### src/rtl/ntt_stage_sched.sv
// ntt_stage_sched: address/strobe scheduler for an in-place radix-2 NTT.
// Issues N/2 butterfly reads per stage. After each stage it waits BF_LAT
// cycles so the stage's write-backs drain before the next stage reads.
// Write strobes and addresses are the read strobes and addresses delayed by BF_LAT.
module ntt_stage_sched #(
  parameter int LOGN   = 8,
  parameter int BF_LAT = 4
) (
  input  logic                     clk,
  input  logic                     rst,
  input  logic                     start,
  output logic                     busy,
  output logic                     done,
  output logic [$clog2(LOGN)-1:0]  stage,
  output logic                     rd_en,
  output logic [LOGN-1:0]          rd_addr_a,
  output logic [LOGN-1:0]          rd_addr_b,
  output logic [LOGN-1:0]          tw_addr,
  output logic                     wr_en,
  output logic [LOGN-1:0]          wr_addr_a,
  output logic [LOGN-1:0]          wr_addr_b
);

  localparam int SW = $clog2(LOGN);
  localparam int JW = LOGN - 1;
  localparam int CW = $clog2(BF_LAT + 1);

  localparam logic [1:0] S_IDLE  = 2'd0;
  localparam logic [1:0] S_ISSUE = 2'd1;
  localparam logic [1:0] S_WAIT  = 2'd2;
  localparam logic [1:0] S_DONE  = 2'd3;

  logic [1:0]      state;
  logic [JW-1:0]   j;
  logic [CW-1:0]   cnt;

  logic [SW-1:0]   ld_stage;
  logic [JW-1:0]   ld_j;
  logic [SW-1:0]   p;
  logic [LOGN-1:0] jx;
  logic [LOGN-1:0] lo_mask;
  logic [LOGN-1:0] nxt_a;
  logic [LOGN-1:0] nxt_b;
  logic [LOGN-1:0] nxt_tw;

  logic [BF_LAT-1:0] en_pipe;
  logic [LOGN-1:0]   a_pipe [BF_LAT];
  logic [LOGN-1:0]   b_pipe [BF_LAT];

  // Addresses for the pair that will be issued in the next cycle. They are
  // computed ahead so that rd_addr_*, tw_addr and rd_en come straight from flops.
  always_comb begin
    ld_stage = '0;
    ld_j     = '0;
    case (state)
      S_ISSUE: begin
        ld_stage = stage;
        ld_j     = j + JW'(1);
      end
      S_WAIT: begin
        ld_stage = stage + SW'(1);
        ld_j     = '0;
      end
      default: begin
        ld_stage = '0;
        ld_j     = '0;
      end
    endcase
    p       = SW'(LOGN - 1) - ld_stage;
    jx      = {1'b0, ld_j};
    lo_mask = ~({LOGN{1'b1}} << p);
    // Open a gap at bit p. Bits of j at or above p move up one place.
    nxt_a   = ((jx & ~lo_mask) << 1) | (jx & lo_mask);
    nxt_b   = nxt_a | (LOGN'(1) << p);
    nxt_tw  = (LOGN'(1) << ld_stage) + (jx >> p);
  end

  // Control FSM: stage/pair sequencing, drain wait and registered status outputs.
  always_ff @(posedge clk or posedge rst) begin
    if (rst) begin
      state     <= S_IDLE;
      stage     <= '0;
      j         <= '0;
      cnt       <= '0;
      busy      <= 1'b0;
      done      <= 1'b0;
      rd_en     <= 1'b0;
      rd_addr_a <= '0;
      rd_addr_b <= '0;
      tw_addr   <= '0;
    end else begin
      case (state)
        S_IDLE: begin
          if (start) begin
            state     <= S_ISSUE;
            stage     <= '0;
            j         <= '0;
            busy      <= 1'b1;
            rd_en     <= 1'b1;
            rd_addr_a <= nxt_a;
            rd_addr_b <= nxt_b;
            tw_addr   <= nxt_tw;
          end
        end
        S_ISSUE: begin
          if (&j) begin
            state <= S_WAIT;
            cnt   <= CW'(BF_LAT - 1);
            rd_en <= 1'b0;
          end else begin
            j         <= j + JW'(1);
            rd_addr_a <= nxt_a;
            rd_addr_b <= nxt_b;
            tw_addr   <= nxt_tw;
          end
        end
        S_WAIT: begin
          if (cnt == '0) begin
            if (stage == SW'(LOGN - 1)) begin
              state <= S_DONE;
              done  <= 1'b1;
            end else begin
              state     <= S_ISSUE;
              stage     <= stage + SW'(1);
              j         <= '0;
              rd_en     <= 1'b1;
              rd_addr_a <= nxt_a;
              rd_addr_b <= nxt_b;
              tw_addr   <= nxt_tw;
            end
          end else begin
            cnt <= cnt - CW'(1);
          end
        end
        default: begin
          state <= S_IDLE;
          done  <= 1'b0;
          busy  <= 1'b0;
        end
      endcase
    end
  end

  // Write strobe delay line. It is cleared by reset so that reads in flight
  // when reset arrives never produce a write-back.
  always_ff @(posedge clk or posedge rst) begin
    if (rst) begin
      en_pipe <= '0;
    end else begin
      en_pipe[0] <= rd_en;
      for (int unsigned i = 1; i < BF_LAT; i++) begin
        en_pipe[i] <= en_pipe[i-1];
      end
    end
  end

  // Write address delay line. It has no reset because addresses are only used while wr_en is set.
  always_ff @(posedge clk) begin
    a_pipe[0] <= rd_addr_a;
    b_pipe[0] <= rd_addr_b;
    for (int unsigned i = 1; i < BF_LAT; i++) begin
      a_pipe[i] <= a_pipe[i-1];
      b_pipe[i] <= b_pipe[i-1];
    end
  end

  assign wr_en     = en_pipe[BF_LAT-1];
  assign wr_addr_a = a_pipe[BF_LAT-1];
  assign wr_addr_b = b_pipe[BF_LAT-1];

endmodule
### config.mk
export PLATFORM = sky130hd
export DESIGN_NAME = ntt_stage_sched
export DESIGN_NICKNAME = d
export VERILOG_FILES = /design/src/rtl/ntt_stage_sched.sv
export SDC_FILE = /design/constraint.sdc
export NUM_CORES = 1
export LEC_CHECK = 0
export CORE_UTILIZATION = 45
export DETAILED_ROUTE_END_ITERATION = 8
export GPL_TIMING_DRIVEN = 0
export PLACE_DENSITY = 0.67
export SYNTH_ARGS = -nofsm -noshare
export SYNTH_HDL_FRONTEND = slang
export SYNTH_SLANG_ARGS = --single-unit
### constraint.sdc
create_clock -name clk -period 9.4 [get_ports clk]
set_input_delay 1.41 -clock clk [delete_from_list [all_inputs] [get_ports clk]]
set_output_delay 1.41 -clock clk [all_outputs]
set_load 0.01 [all_outputs]
==> impl_metrics.csv, run 1 <==
group,metric,value,unit
setup_path,cp_max_fo,10,
power_and_ir_drop,sw_frac_of_total,0.240,
cells_and_area,syn2layout_area_growth,20.6,%
cts,post_cts_buffers,0,
cells_and_area,postLayoutCellArea,0.00495,mm^2
cts,clk_pin_slew,0.11,ns
synth,synth.largest_area_cell,"dfxtp_1",
power_and_ir_drop,p_int,0.577,mW
setup_path,r2r_cells,14,
power_and_ir_drop,powerDensity,153,mW/mm^2
synth,synth_cell_type_count,53,
cells_and_area,nNetsFinal,465,
flow_run,drv_cap,0,
floorplan,core,0.00876,mm^2
timing,fin_ws,5.40,ns
floorplan,pin_count,50,
cells_and_area,final_common_cell,"dfxtp_1",
power_and_ir_drop,irDropWorstVdd,0.0715,mV
drt,drcViolationCount,0,
drt,detail_route.wl_per_cell,15.3,um
cts,cts.htree.levels,3,
synth,ys_seq_area_frac,0.592,
grt,grtUsageTotal,0.194,
setup_path,end_kind,"register",
cells_and_area,fin_cells,558,
synth,yosysWarningCount,0,
synth,avgSynthCellArea,10.7,um^2
grt,grt_pass1_vias,2923,
power_and_ir_drop,clkPwrFrac,0.374,
timing,fin_worst_skew,0.0122,ns
floorplan,num_rows,34,
drt,wl,8560,um
cells_and_area,layout_common_cells,"dfxtp_1, nand2_1, clkdlybuf4s50_1",
timing,layout_min_cycle_time,4.00,ns
synth,synth_edf_count,0,
grt,grt_max_degree,27,
grt,grt_remaining_overflow,0,
cts,cts_tree,"done",
power_and_ir_drop,leakage,2.04,nW
timing,max_freq,0.250,GHz
timing,setup_tns,0,ns
timing,worst_slew_pin_slew,0.819,ns
floorplan,dieArea,0.00951,mm^2
timing,setup_viol,0,
setup_path,r2r-start,"state[0]",
drt,vias_per_cell,5.41,
setup_path,critical_path_arrival,4.27,ns
synth,syn-instance-count,384,
power_and_ir_drop,power.net_switching,0.182,mW
place,place_congestion,0.883,
power_and_ir_drop,power_frac_comb,0.008,
floorplan,fp.dieH,97.5,um
synth,synth_top_area_frac,0.312,
synth,synth_ff_type,"dfxtp_1",
cells_and_area,diodes,0,
power_and_ir_drop,power_frac_seq,0.618,
hold_path,hp-class,"reg -> reg",
drt,dr.pass1.iters,7,
cts,cts_hold_buf,0,
place,dp.cells,542,
synth,yosys-top-cells-area,"dfxtp_1, dfrtp_1, ha_1",
drt,antenna_left,0,
place,placed_area,0.00475,mm^2
cts,cts_inserted_buffers,9,
setup_path,worst_setup_path_start_kind,"register",
floorplan,die_w,97.5,um
synth,synthArstFlopShare,0.418,
place,dp_hpwl,6100,um
setup_path,required,9.67,ns
setup_path,critPathKind,"reg -> reg",
timing,period_share,0.425,
cts,clock_latency,0.38,ns
cells_and_area,drive_above_1_share,0.0733,
cts,root_buffer,"clkbuf_8",
timing,relSlewSlack,0.438,
setup_path,cp-startpoint,"state[0]",
grt,grt_pass1_wl,14600,um
synth,syn_nets,404,
place,dp_slack,5.49,ns
place,portBuffers,49,
timing,hold_violations,0,
floorplan,start_util,0.469,
grt,antenna_found_initial,0,
synth,synth_area,0.00411,mm^2
drt,first_iter_violations,141,
timing,rsz0062_at_grt,"false",
setup_path,reg2reg_to,"tw_addr[6]",
outcome,status,"finished clean",
cts,post_cts_resized,0,
synth,ys_ff_latch,110,
cts,cts_buffer_depth,2,
setup_path,crit_path_end,"tw_addr[6]",
drt,vias,3017,
setup_path,ff2ff_setup_slack,5.40,ns
timing,maxSlewViolCount,0,
cts,clock-sinks,110,
==> state kept, by name (all words and copies together) (netlist names) <==
| register | flops |
|---|---|
| rd_addr_b | 8 |
| stage | 3 |
| busy | 1 |
| j | 7 |
| done | 1 |
| en_pipe | 4 |
| tw_addr | 8 |
| b_pipe | 32 |
| state | 2 |
| cnt | 3 |
| a_pipe | 32 |
| rd_en | 1 |
| rd_addr_a | 8 |
==> metrics by stage <==
stage	hold WS [ns]	util	total power, mW
final	0.333	0.565	0.758
after global routing	0.339	0.565	0.787
after CTS	0.332	0.565	0.767
after detailed placement	0.312	0.542	0.485
after global placement	0.310	0.540	0.484
after floorplan	0.310	-	0.482
==> cell families (layout without fill, tap and decap cells) <==
logic type      count (synthesis)  after routing  share of synthesized area
mux                            11             11                     0.0289
xor+xnor                        8              8                     0.0171
fa+ha+maj                      17             17                     0.0536
compound gates                 98             98                      0.152
buf+inv                        26             92                     0.0292
simple gates                  114            114                      0.127
flops                         110            110                      0.592
==> cell type report <==
| class | instances | area, um^2 |
|---|---|---|
| repair buffers | 50 | 510 |
| well taps | 108 | 135 |
| plain buffers | 17 | 86.3 |
| flip-flops and latches | 110 | 2430 |
| clock buffers | 9 | 124 |
| fillers | 780 | 3810 |
| multi-input cells | 248 | 1550 |
| clock inverters | 7 | 76.3 |
| inverters | 9 | 33.8 |
==> cells in the mapped netlist (4+ instances only) <==
master / n
dfxtp_1: 64
nand2_1: 49
dfrtp_1: 46
o21ai_0: 34
nor2_1: 25
ha_1: 16
a21oi_1: 15
clkbuf_1: 10
inv_1: 9
nand3_1: 8
a31oi_1: 7
mux2_2: 7
nor3_1: 7
xor2_1: 7
nand2b_1: 5
nor2b_1: 5
a22o_1: 4
and2_1: 4
and3_1: 4
mux2i_1: 4
o21ai_1: 4
o22ai_1: 4
==> per-layer routing <==
layer | global-route usage | share of wire
met4 | 0.0939 | 0.037
met3 | 0.0381 | 0.044
met2 | 0.306 | 0.45
met1 | 0.257 | 0.46
met5 | 0 | 0
==> worst min path at each step <==
stage	startpoint	to	slack, ns	depth (start not counted)
after floorplan	a_pipe[0][0]	a_pipe[1][0]	0.31	0
after global routing	b_pipe[0][7]	b_pipe[1][7]	0.34	0
after CTS	b_pipe[0][1]	b_pipe[1][1]	0.33	0
after global placement	a_pipe[2][0]	a_pipe[3][0]	0.31	0
after detailed placement	a_pipe[0][7]	a_pipe[1][7]	0.31	0
final	b_pipe[0][1]	b_pipe[1][1]	0.33	0
==> critical path, cell delays in order (launching register included) <==
cell and delay [ns]:
dfrtp_1 0.43, inv_1 0.14, ha_1 0.29, clkbuf_1 0.35, mux2i_1 0.36, and3_1 0.30, a221oi_1 0.37, o21ai_0 0.16
ha_1 0.25, fa_1 0.45, a211oi_1 0.24, o21bai_1 0.11, a21oi_1 0.20, xor2_1 0.15, o21ai_0 0.08
==> power groups by stage <==
stage                     sequential [mW]  clock [mW]  combinational [mW]
final                               0.469       0.284             0.00572
after global routing                0.469       0.311             0.00679
after CTS                           0.469       0.292             0.00608
after floorplan                     0.479           0             0.00296
after detailed placement            0.479           0             0.00611
after global placement              0.479           0             0.00499
Note: power is estimated with default switching activity, not from simulation.
==> run 2, diff against run 1 <==
- PLACE_DENSITY: 0.67 -> 0.69
- clock period: 9.4 -> 3.4 ns (I/O delays scaled with it)
==> impl_metrics.csv, run 2 (synthesis results as in run 1) <==
group,metric,value,unit
cts,cts_tree,"done",
setup_path,path_buf_inv,2,
power_and_ir_drop,sw_frac_of_total,0.236,
timing,fin_worst_skew,0.0157,ns
drt,first_iter_violations,238,
drt,detail_route.wl_per_cell,15.2,um
grt,grt_max_degree,28,
timing,setup_viol,0,
timing,worst_slew_pin_slew,0.736,ns
floorplan,dieArea,0.00951,mm^2
floorplan,start_util,0.469,
setup_path,critical_path_arrival,3.55,ns
cells_and_area,final_common_cell,"dfxtp_1",
floorplan,die_w,97.5,um
grt,antenna_found_initial,0,
floorplan,fp.dieH,97.5,um
cells_and_area,drive_above_1_share,0.149,
cells_and_area,diodes,0,
floorplan,pin_count,50,
timing,max_freq,0.304,GHz
cts,clock-sinks,110,
power_and_ir_drop,clkPwrFrac,0.372,
cells_and_area,syn2layout_area_growth,25.1,%
timing,hold_violations,0,
setup_path,worst_setup_path_start_kind,"register",
place,dp_hpwl,5970,um
drt,vias_per_cell,5.38,
cts,cts.htree.levels,3,
drt,vias,3034,
power_and_ir_drop,powerDensity,406,mW/mm^2
cells_and_area,nNetsFinal,471,
place,portBuffers,49,
setup_path,cp_max_fo,10,
drt,antenna_left,0,
place,place_congestion,0.871,
floorplan,core,0.00876,mm^2
setup_path,end_kind,"register",
timing,holdWs,0.325,ns
cts,cts_buffer_depth,2,
setup_path,crit_family,"compound AO/OA/AOI/OAI gates",
grt,grt_pass1_wl,14300,um
power_and_ir_drop,power_frac_comb,0.008,
floorplan,num_rows,34,
cts,root_buffer,"clkbuf_8",
power_and_ir_drop,irDropWorstVdd,0.222,mV
power_and_ir_drop,leakage,2.11,nW
timing,layout_min_cycle_time,3.29,ns
timing,period_share,0.968,
grt,grt_pass1_vias,2896,
drt,wl,8570,um
cells_and_area,largest_registers,"a_pipe (32), b_pipe (32)",
flow_run,drv_cap,0,
cts,clock_latency,0.38,ns
drt,drcViolationCount,0,
outcome,status,"finished clean",
setup_path,crit_path_frequent_cell,"o21ai_1",
timing,maxSlewViolCount,0,
setup_path,slowest_stage,"dfrtp_1",
power_and_ir_drop,power_frac_seq,0.621,
drt,dr.pass1.iters,4,
grt,grt_remaining_overflow,0,
setup_path,cpPeakStageDelay,0.42,ns
cells_and_area,fin_cells,564,
power_and_ir_drop,p_int,1.59,mW
grt,grtUsageTotal,0.190,
hold_path,hp-class,"reg -> reg",
timing,relSlewSlack,0.505,
setup_path,critPathKind,"reg -> reg",
cts,clk_pin_slew,0.12,ns
cells_and_area,layout_common_cells,"dfxtp_1, clkdlybuf4s50_1, nand2_1",
setup_path,required,3.66,ns
setup_path,crit_chain,"buf_4 > ha_4 > buf_6 > mux2_4 > and3_1 > a221oi_2 > o21ai_1 > ha_2 > fa_2 > a211oi_2 > o21bai_1 > a21oi_2 > xor2_1 > o21ai_1",
cts,cts_inserted_buffers,9,
place,dp.cells,542,
power_and_ir_drop,power.net_switching,0.494,mW
## run 2: cell types whose count changed in the layout (fill, tap and decap cells not counted), moves of 3 or more
cell / previous run / this run
buf_4: 1 / 11
clkbuf_2: 0 / 3
ha_4: 0 / 4
clkbuf_1: 10 / 1
o21ai_0: 34 / 31
ha_1: 16 / 11
o21ai_1: 4 / 7
## run 2: layout make-up
| type | instances | area (um^2) |
|---|---|---|
| fill | 761 | 3630 |
| sequential | 110 | 2430 |
| multi-input combinational | 248 | 1660 |
| timing repair buffer | 60 | 586 |
| tap | 108 | 135 |
| clock buffer | 9 | 124 |
| buffer | 13 | 92.6 |
| clock inverter | 7 | 70.1 |
| inverter | 9 | 33.8 |
## run 2: final timing paths
check / from / endpoint / slack (ns) / cells past startpoint
max in group asynchronous: rst / tw_addr[7] / 2.43 / 3
worst max register to register: state[0] / tw_addr[6] / 0.11 / 14
worst min-delay path: a_pipe[2][2] / a_pipe[3][2] / 0.32 / 0
min in group asynchronous: rst / en_pipe[1] / 0.45 / 2
worst min register to register: a_pipe[2][2] / a_pipe[3][2] / 0.32 / 0
worst max-delay path: state[0] / tw_addr[6] / 0.11 / 14
## run 2: worst register-to-register path, stage by stage, from the launching register on
cell and delay [ns]:
dfrtp_1 0.42, buf_4 0.16, ha_4 0.18, buf_6 0.14
mux2_4 0.27, and3_1 0.19, a221oi_2 0.33, o21ai_1 0.12
ha_2 0.20, fa_2 0.38, a211oi_2 0.23, o21bai_1 0.11
a21oi_2 0.17, xor2_1 0.17, o21ai_1 0.08
## run 2: timing repair
item | CTS | global route
pin swaps | 2 | 9
hold buffers | 0 | 0
buffers inserted | 3 | 7
endpoints found under the setup margin | 4 | 3
gates resized for setup | 19 | 23
## run 2: power by group through the flow
stage               combinational (mW)  sequential, mW  clock [mW]
finish                          0.0160            1.30       0.776
global route                    0.0189            1.30       0.859
CTS                             0.0168            1.30       0.794
detailed placement              0.0168            1.32           0
global placement                0.0136            1.32           0
floorplan                      0.00818            1.32           0
## run 2: per-layer routing
metal,track usage,vias to the layer above,routed length (um)
li1,-,1481,-
met1,0.251,1449,3940
met2,0.307,90,4100
met3,0.0424,14,369
met4,0.0690,0,165
met5,0,-,0
## run 2: metrics by stage
step	util	power (mW)	setup WS [ns]	TNS, ns	area [um^2]
after floorplan	-	1.33	0.114	0	4110
after global placement	0.540	1.34	-0.453	-1.17	4730
after detailed placement	0.542	1.34	-0.478	-1.28	4750
after CTS	0.572	2.11	0.0231	0	5010
after global routing	0.586	2.17	-0.0690	-0.0782	5140
final	0.586	2.09	0.110	0	5140
